File: config.mk
export PLATFORM = sky130hd
export DESIGN_NAME = pool_input_sender_flat
export DESIGN_NICKNAME = d
export VERILOG_FILES = /design/src/rtl/pool_input_sender_if.sv /design/src/rtl/pool_input_sender.sv /design/src/flat_wrapper.sv
export SDC_FILE = /design/constraint.sdc
export NUM_CORES = 1
export LEC_CHECK = 0
export CORE_UTILIZATION = 50
export CTS_CLUSTER_SIZE = 20
export DETAILED_ROUTE_END_ITERATION = 6
export PLACE_DENSITY = 0.74
export RECOVER_POWER = 25
export SLEW_MARGIN = 20
export SYNTH_ARGS = -nofsm -noshare
export SYNTH_HDL_FRONTEND = slang
export SYNTH_SLANG_ARGS = --single-unit
File: constraint.sdc
create_clock -name clk -period 6.6 [get_ports clk]
set_input_delay 1.32 -clock clk [delete_from_list [all_inputs] [get_ports clk]]
set_output_delay 1.32 -clock clk [all_outputs]
set_load 0.005 [all_outputs]
File: src/rtl/pool_input_sender_if.sv
// Row handshake between the conv kernel array (master) and pool_input_sender (slave).
//   conv_valid : master has a row on conv_data
//   conv_ready : slave can accept a row this cycle
//   conv_last  : row is the last one of its feature map
//   conv_data  : packed row, value 0 in the LSBs
`ifndef DATA_WIDTH
`define DATA_WIDTH 8
`endif

interface pool_input_sender_if #(
  parameter int unsigned INPUT_SIZE = 6,
  parameter int unsigned DATA_WIDTH = `DATA_WIDTH
);
  logic                             conv_valid;
  logic                             conv_ready;
  logic                             conv_last;
  logic [INPUT_SIZE*DATA_WIDTH-1:0] conv_data;

  modport master (
    output conv_valid,
    output conv_last,
    output conv_data,
    input  conv_ready
  );

  modport slave (
    input  conv_valid,
    input  conv_last,
    input  conv_data,
    output conv_ready
  );
endinterface

File: src/rtl/pool_input_sender.sv
// Transmit side into pooling_layer_input_cache. Buffers conv rows in a small FIFO and replays
// each one as a single-cycle kernel_calc_fin strobe with data_out held until the next row,
// keeping at least GAP_CYCLES low cycles between strobes since the cache cannot stall us.
// Ports:
//   clk, rst_n       : clock (rising edge), asynchronous active-low reset
//   conv             : slave side of the conv row handshake (valid/ready/last/data)
//   kernel_calc_fin  : one-cycle strobe, data_out holds a new row
//   data_out         : row presented to the pooling cache
//   map_done         : pulses with the strobe of a map's last row
//   fifo_level       : rows currently buffered
//   row_err          : sticky, conv_last disagreed with the row count
`ifndef DATA_WIDTH
`define DATA_WIDTH 8
`endif

module pool_input_sender #(
  parameter int unsigned INPUT_SIZE   = 6,
  parameter int unsigned DATA_WIDTH   = `DATA_WIDTH,
  parameter int unsigned FIFO_DEPTH   = 4,
  parameter int unsigned GAP_CYCLES   = 2,
  parameter int unsigned ROWS_PER_MAP = 6
) (
  input  logic                               clk,
  input  logic                               rst_n,
  pool_input_sender_if.slave                 conv,
  output logic                               kernel_calc_fin,
  output logic [INPUT_SIZE*DATA_WIDTH-1:0]   data_out,
  output logic                               map_done,
  output logic [$clog2(FIFO_DEPTH):0]        fifo_level,
  output logic                               row_err
);

  localparam int unsigned W  = INPUT_SIZE * DATA_WIDTH;
  localparam int unsigned AW = (FIFO_DEPTH > 1) ? $clog2(FIFO_DEPTH) : 1;
  localparam int unsigned LW = $clog2(FIFO_DEPTH) + 1;
  localparam int unsigned GW = (GAP_CYCLES > 1) ? $clog2(GAP_CYCLES) : 1;
  localparam int unsigned RW = (ROWS_PER_MAP > 1) ? $clog2(ROWS_PER_MAP) : 1;

  localparam logic [LW-1:0] LevelFull = LW'(FIFO_DEPTH);
  localparam logic [RW-1:0] LastIdx   = RW'(ROWS_PER_MAP - 1);
  localparam logic [GW-1:0] GapLoad   = GW'((GAP_CYCLES > 0) ? GAP_CYCLES - 1 : 0);

  typedef enum logic [1:0] {StIdle, StSend, StHold} state_e;

  state_e          state_q;
  logic [W:0]      mem_q [FIFO_DEPTH];  // {last, data}
  logic [AW-1:0]   wr_ptr_q, rd_ptr_q;
  logic [LW-1:0]   level_q;
  logic            ready_en_q;
  logic [GW-1:0]   gap_q;
  logic [RW-1:0]   row_q;

  logic            push, pop;
  logic            head_last;
  logic [W-1:0]    head_data;
  logic            row_at_last;

  // ready_en_q keeps conv_ready low while in reset and for the release edge.
  assign conv.conv_ready = ready_en_q & (level_q < LevelFull);
  assign push            = conv.conv_valid & conv.conv_ready;
  assign head_last       = mem_q[rd_ptr_q][W];
  assign head_data       = mem_q[rd_ptr_q][W-1:0];
  assign row_at_last     = (row_q == LastIdx);
  assign fifo_level      = level_q;

  // Pop whenever the FSM is allowed to issue a strobe this edge and a row is waiting.
  always_comb begin
    pop = 1'b0;
    unique case (state_q)
      StIdle:  pop = (level_q != '0);
      StSend:  pop = (GAP_CYCLES == 0) && (level_q != '0);
      StHold:  pop = (gap_q == '0) && (level_q != '0);
      default: pop = 1'b0;
    endcase
  end

  always_ff @(posedge clk) begin
    if (push) begin
      mem_q[wr_ptr_q] <= {conv.conv_last, conv.conv_data};
    end
  end

  always_ff @(posedge clk or negedge rst_n) begin
    if (!rst_n) begin
      ready_en_q <= 1'b0;
      wr_ptr_q   <= '0;
      rd_ptr_q   <= '0;
      level_q    <= '0;
    end else begin
      ready_en_q <= 1'b1;
      if (push) wr_ptr_q <= wr_ptr_q + AW'(1);
      if (pop)  rd_ptr_q <= rd_ptr_q + AW'(1);
      unique case ({push, pop})
        2'b10:   level_q <= level_q + LW'(1);
        2'b01:   level_q <= level_q - LW'(1);
        default: level_q <= level_q;
      endcase
    end
  end

  always_ff @(posedge clk or negedge rst_n) begin
    if (!rst_n) begin
      state_q         <= StIdle;
      kernel_calc_fin <= 1'b0;
      map_done        <= 1'b0;
      data_out        <= '0;
      gap_q           <= '0;
      row_q           <= '0;
      row_err         <= 1'b0;
    end else begin
      kernel_calc_fin <= pop;
      map_done        <= pop & head_last;

      if (pop) begin
        data_out <= head_data;
        if (head_last != row_at_last) row_err <= 1'b1;
        // Wrap on a tagged row, and also at the nominal map end so one bad tag cannot
        // desynchronise the count forever.
        if (head_last || row_at_last) row_q <= '0;
        else                          row_q <= row_q + RW'(1);
      end

      unique case (state_q)
        StIdle: begin
          if (pop) state_q <= StSend;
        end
        StSend: begin
          if (pop) begin
            state_q <= StSend;
          end else if (GAP_CYCLES > 0) begin
            gap_q   <= GapLoad;
            state_q <= StHold;
          end else begin
            state_q <= StIdle;
          end
        end
        StHold: begin
          if (gap_q == '0) state_q <= pop ? StSend : StIdle;
          else             gap_q   <= gap_q - GW'(1);
        end
        default: state_q <= StIdle;
      endcase
    end
  end

endmodule

File: src/flat_wrapper.sv
// flat-port wrapper written by rule: the top's interface ports become plain ports
module pool_input_sender_flat 
#(
  parameter int unsigned INPUT_SIZE   = 6,
  parameter int unsigned DATA_WIDTH   = `DATA_WIDTH,
  parameter int unsigned FIFO_DEPTH   = 4,
  parameter int unsigned GAP_CYCLES   = 2,
  parameter int unsigned ROWS_PER_MAP = 6
)
  (clk, rst_n, kernel_calc_fin, data_out, map_done, fifo_level, row_err, conv_conv_valid, conv_conv_last, conv_conv_data, conv_conv_ready);
  pool_input_sender_if #(.INPUT_SIZE(INPUT_SIZE), .DATA_WIDTH(DATA_WIDTH)) conv_i ();
  input  logic clk;
  input  logic rst_n;
  output logic kernel_calc_fin;
  output logic [INPUT_SIZE*DATA_WIDTH-1:0] data_out;
  output logic map_done;
  output logic [$clog2(FIFO_DEPTH):0] fifo_level;
  output logic row_err;
  input wire logic [$bits(conv_i.conv_valid)-1:0] conv_conv_valid;
  input wire logic [$bits(conv_i.conv_last)-1:0] conv_conv_last;
  input wire logic [$bits(conv_i.conv_data)-1:0] conv_conv_data;
  output wire logic [$bits(conv_i.conv_ready)-1:0] conv_conv_ready;
  assign conv_i.conv_valid = conv_conv_valid;
  assign conv_i.conv_last = conv_conv_last;
  assign conv_i.conv_data = conv_conv_data;
  assign conv_conv_ready = conv_i.conv_ready;
  pool_input_sender #(.INPUT_SIZE(INPUT_SIZE), .DATA_WIDTH(DATA_WIDTH), .FIFO_DEPTH(FIFO_DEPTH), .GAP_CYCLES(GAP_CYCLES), .ROWS_PER_MAP(ROWS_PER_MAP)) u_core (.clk(clk), .rst_n(rst_n), .conv(conv_i), .kernel_calc_fin(kernel_calc_fin), .data_out(data_out), .map_done(map_done), .fifo_level(fifo_level), .row_err(row_err));
endmodule
* Yosys cells after proc, flatten, opt, wreduce, memory -nomap -nowiden
Memory sizes are Yosys's and may differ from the RTL's. Cells that the tools add are included.
Storage, ports and cells: logic and storage cells 54, memories 1, bits in registers 65, output and inout port bits 55, input port bits 52, RAM bits 196
Memories:
- u_core.mem_q | depth 4, width 49, rd ports 1, clocked after Yosys merged registers in 0, write ports 1, RTL line pool_input_sender.sv:46 | logic [W:0] mem_q [FIFO_DEPTH];
Cells by class: $add $sub $neg 6, reduce and logical (&&, ||, !) cells 9, multiplexer cells 13, bitwise gates (word level) 4, order comparisons 1, eq/ne operators 9
Operator list (count):
- adder 3 x 1 -> 3 bit, second input constant | 2
- two-way mux 2 bit | 3
- case mux 2 bit (3 select lines) | 1
- case mux 3 bit (2 select lines) | 1
- AND reduction 2 bit | 3
- two-way mux 1 bit | 5
- adder 2 x 1 -> 2 bit, second input constant | 2
- == test 2 x 1 -> 1 bit, second input constant | 2
- == test 2 bit, second input constant | 2
- inequality test 2 bit, second input constant | 2
- case mux 1 bit (2 select lines) | 2
- nonzero test 2 bit | 2
- AND 1 bit | 3
- == test 3 bit, second input constant | 1
- < comparator 3 bit, second input constant | 1
- two-way mux 3 bit | 1
- nonzero test 3 bit | 1
- subtractor 3 x 1 -> 3 bit, second input constant | 1
- zero test 2 bit | 1
- inequality test 2 x 1 -> 1 bit, second input constant | 1
- logical AND 1 bit | 1
- logical OR 1 bit | 1
- inequality test 1 bit | 1
- inverter 1 bit | 1
- subtractor 1 bit, second input constant | 1

* Longest topological paths before layout
depth after elaboration 6, depth in mapped cells 12, gate-level depth less buffers 11

* Worst setup path after synthesis
OpenSTA, ideal clock, no wires.
path kind input-to-reg, start input conv_conv_valid, end memory u_core.mem_q[0][0] (netlist bit), enable pin, setup time 0.412 ns, required time 6.188 ns, setup slack 3.660 ns, cell stages on the path 1, buffers on the path 0, arrival time 2.528 ns, cell sequence and3_1
Between the ends: word-level cells in the longest chain between the ends 3
Ends and longest elaborated chain:
- start: declaration | RTL line flat_wrapper.sv:19 | input wire logic [$bits(conv_i.conv_valid)-1:0] conv_conv_valid;
- AND 1 bit | RTL line pool_input_sender.sv:60 | assign push = conv.conv_valid & conv.conv_ready;
- two-way mux 1 bit | RTL line pool_input_sender.sv:78 | if (push) begin
- two-way mux 1 bit (implied by the code) | RTL line pool_input_sender.sv:79 | mem_q[wr_ptr_q] <= {conv.conv_last, conv.conv_data};
- end: declaration | RTL line pool_input_sender.sv:46
No other way between the ends.

* Worst setup path after layout
start register u_core.rd_ptr_q[0], end register u_core.row_q[2]
Between the ends: word-level cells in the longest chain between the ends 3
Ends and longest elaborated chain:
- start: declaration | RTL line pool_input_sender.sv:47 | logic [AW-1:0] wr_ptr_q, rd_ptr_q;
- start signal: assignment | RTL line pool_input_sender.sv:92 | if (pop) rd_ptr_q <= rd_ptr_q + AW'(1);
- memory read (4 x 49 bit)
- logical OR 1 bit | RTL line pool_input_sender.sv:119 | if (head_last || row_at_last) row_q <= '0;
- two-way mux 3 bit | RTL line pool_input_sender.sv:119
- end signal: assignment | RTL line pool_input_sender.sv:120 | else row_q <= row_q + RW'(1);
- end: declaration | RTL line pool_input_sender.sv:51 | logic [RW-1:0] row_q;
No other way between the ends. A chain may end at the register's enable or synchronous reset.

==> run_results.csv <==
group,metric,value,unit
die,coreArea,19500,um^2
routing,drt-pass1-iter-count,6,
die,die_w,143,um
setup_path,cp.required,7.00,ns
sta,final.min_clock_period,3.99,ns
global_route,grt_overflow,0,
clock_tree,cts.path.max_buffers,3,
placed_design,portBuffers,106,
finish,nFillCells,1335,
placed_design,gp_congestion,0.763,
power,pwr_density_cell,460,nW/um^2
setup_path,arrival,4.39,ns
finish,areaGrowthSynthToFinish,22.0,%
sta,worstMarginPinSlew,3.19,ns
clock_tree,post-cts-setup-buffers,0,
routing,ant_nets,0,
routing,drc_errors,0,
logic_synthesis,syn_nets,506,
sta,fmax,0.251,GHz
global_route,antenna_found_initial,1,
power,clkPwrFrac,27.7,%
clock_tree,cts_sinks,261,
finish,fin_cells,850,
die,die_y,143,um
setup_path,worstSetupStartpointType,"flop",
clock_tree,htreeDepth,1,
sta,slew_viol_final,53,
die,dieArea,20600,um^2
sta,finalCritPeriodShare,60.4,%
logic_synthesis,ys_warn_count,0,
power,pwr-share-comb,31.1,%
sta,tns,0,ns
logic_synthesis,syn_inst,441,
routing,drtIter0Drc,220,
clock_tree,cts_resized,0,
clock_tree,cts_tree,"yes",
sta,finalHoldViolations,0,
finish,multi_input_area,2270,um^2
global_route,grt_pass1_vias,4987,
logic_synthesis,syn_area_per_cell,22.7,um^2
logic_synthesis,syn_area,10000,um^2
power,seqPwrFrac,41.2,%
power,swShare,26.2,%
finish,final_cell_mix,"edfxtp_1 (196), clkdlybuf4s50_1 (69), dfrtp_1 (64)",
power,power.leakage,4.39,nW
clock_tree,clk_latency,0.54,ns
global_route,grt_first_pass_wirelength,27400,um
die,ios,107,
finish,final_common_cell,"edfxtp_1",
power,vdd_drop_max,0.347,mV
logic_synthesis,yosysSeqAreaShare,75.1,%
sta,rsz0062_at_grt,"no",
clock_tree,numCtsBuffers,26,
placed_design,post-dp-hpwl,10000,um
logic_synthesis,ys_types,36,
routing,viasPerCell,5.32,
clock_tree,cts_root_buf,"clkbuf_16",
die,num_rows,51,
run_status,outcome,"complete, but fails checks",
power,p_switching,1.47,mW
routing,totalWireLength,17500,um
power,p_int,4.14,mW
routing,wire_per_inst,20.6,um
hold_path,min_path_type,"flop to flop",
die,start_util,51.2,%
logic_synthesis,synth_seq_cells,261,
clock_tree,ctsHoldBuffers,0,
logic_synthesis,synthArstFlopShare,24.9,%
finish,nets,628,
run_status,violations,"capacitance limit, slew limit",
clock_tree,path_clk_slew,0.06,ns
finish,drive_above_1_share,27.3,%
routing,vias,4521,
finish,regArea,7510,um^2
setup_path,cp-end-kind,"flop",
sta,fin_skew,0.0220,ns
sta,slew_headroom,-112,%
placed_design,placedCellCount,800,
global_route,grt_start_max_net_pins,66,
sta,setup_viol,0,
flow_run,maxCapViolCount,1,
setup_path,cp_max_fo,52,
setup_path,crit_type,"flop to flop",
global_route,grtUsageTotal,18.0,%
logic_synthesis,ys.flop_type,"edfxtp_1",
logic_synthesis,synth_edf_count,196,
[flip-flops by register name, summed over array words and instances, names as in the netlist, 2 cells and up]
signal,cells
u_core.wr_ptr_q,2
u_core.data_out,48
u_core.rd_ptr_q,2
u_core.state_q,2
u_core.mem_q,196
u_core.row_q,3
u_core.fifo_level,3
[worst paths after layout]
| kind | start | end | cells after the start | slack, ns |
|---|---|---|---|---|
| max in group asynchronous | rst_n | u_core.rd_ptr_q[1] | 1 | 5.07 |
| setup reg to reg | u_core.rd_ptr_q[0] | u_core.row_q[2] | 6 | 2.61 |
| hold reg to reg | u_core.row_err | u_core.row_err | 1 | 0.50 |
| setup / recovery | u_core.rd_ptr_q[0] | u_core.row_q[2] | 6 | 2.61 |
| hold / removal | u_core.row_err | u_core.row_err | 1 | 0.50 |
| min in group asynchronous | rst_n | u_core.data_out[2] | 1 | 0.92 |
[power groups by stage]
stage	sequential, mW	clock [mW]	combinational, mW
finish	2.31	1.55	1.74
global route	2.36	1.65	1.87
CTS	2.33	1.59	1.76
detailed placement	2.35	0	1.75
global placement	2.34	0	1.70
floorplan	2.24	0	1.32
[layout make-up]
class,count,area share (%)
Sequential cell,261,61.6
Inverter,13,0.441
Timing Repair Buffer,111,8.98
Tap cell,265,2.72
Antenna cell,2,0.0410
Clock inverter,16,1.69
Clock buffer,32,5.93
Multi-Input combinational cell,150,18.6
[per-layer routing]
| metal | vias to the layer above | part of all wire, % | GRT usage, % |
|---|---|---|---|
| met1 | 2362 | 39 | 21.8 |
| met2 | 124 | 54 | 32.4 |
| met3 | 35 | 4.2 | 2.87 |
| li1 | 2000 | - | - |
| met5 | - | 0 | 0 |
| met4 | 0 | 3.0 | 7.22 |
[critical path: stages, from the launching register on]
cell      delay (ns)
dfrtp_1         2.52
mux2i_1         0.27
mux2_2          0.42
ha_1            0.25
inv_1           0.07
o221ai_1        0.10
a32o_1          0.23
[cells by family after synthesis]
kind of cell | synth area share, %
xor+xnor | 0.525
mux | 18.5
simple gates | 0.926
compound gates | 0.951
buf+inv | 2.20
fa+ha+maj | 1.70
other cells | 0.0375
flops | 75.1
[synthesized netlist by cell type (all sizes together) (2+ instances only)]
cell | n | share of area, %
inv | 13 | 0.54
and3 | 4 | 0.25
xnor2 | 4 | 0.35
dfrtp | 65 | 16
xor2 | 2 | 0.18
mux2 | 51 | 7.4
ha | 12 | 1.5
o21ai | 3 | 0.26
mux4 | 48 | 11
nand2 | 2 | 0.075
nor2 | 3 | 0.11
clkbuf | 6 | 0.23
mux2i | 3 | 0.30
a21oi | 2 | 0.10
buf | 11 | 1.4
edfxtp | 196 | 59
nor2b | 2 | 0.13
[through the flow]
step / worst slack, ns / cell area, um^2 / hold slack, ns / util, % / total power [mW]
floorplan: 3.66 / 10000 / 0.451 / - / 3.56
global placement: 3.48 / 11300 / 0.473 / 57.7 / 4.04
detailed placement: 3.46 / 11300 / 0.486 / 57.7 / 4.10
CTS: 3.44 / 12200 / 0.501 / 62.5 / 5.67
global route: 2.10 / 12200 / 0.525 / 62.5 / 5.88
finish: 2.61 / 12200 / 0.497 / 62.5 / 5.61
(Power assumes the default switching activity.)
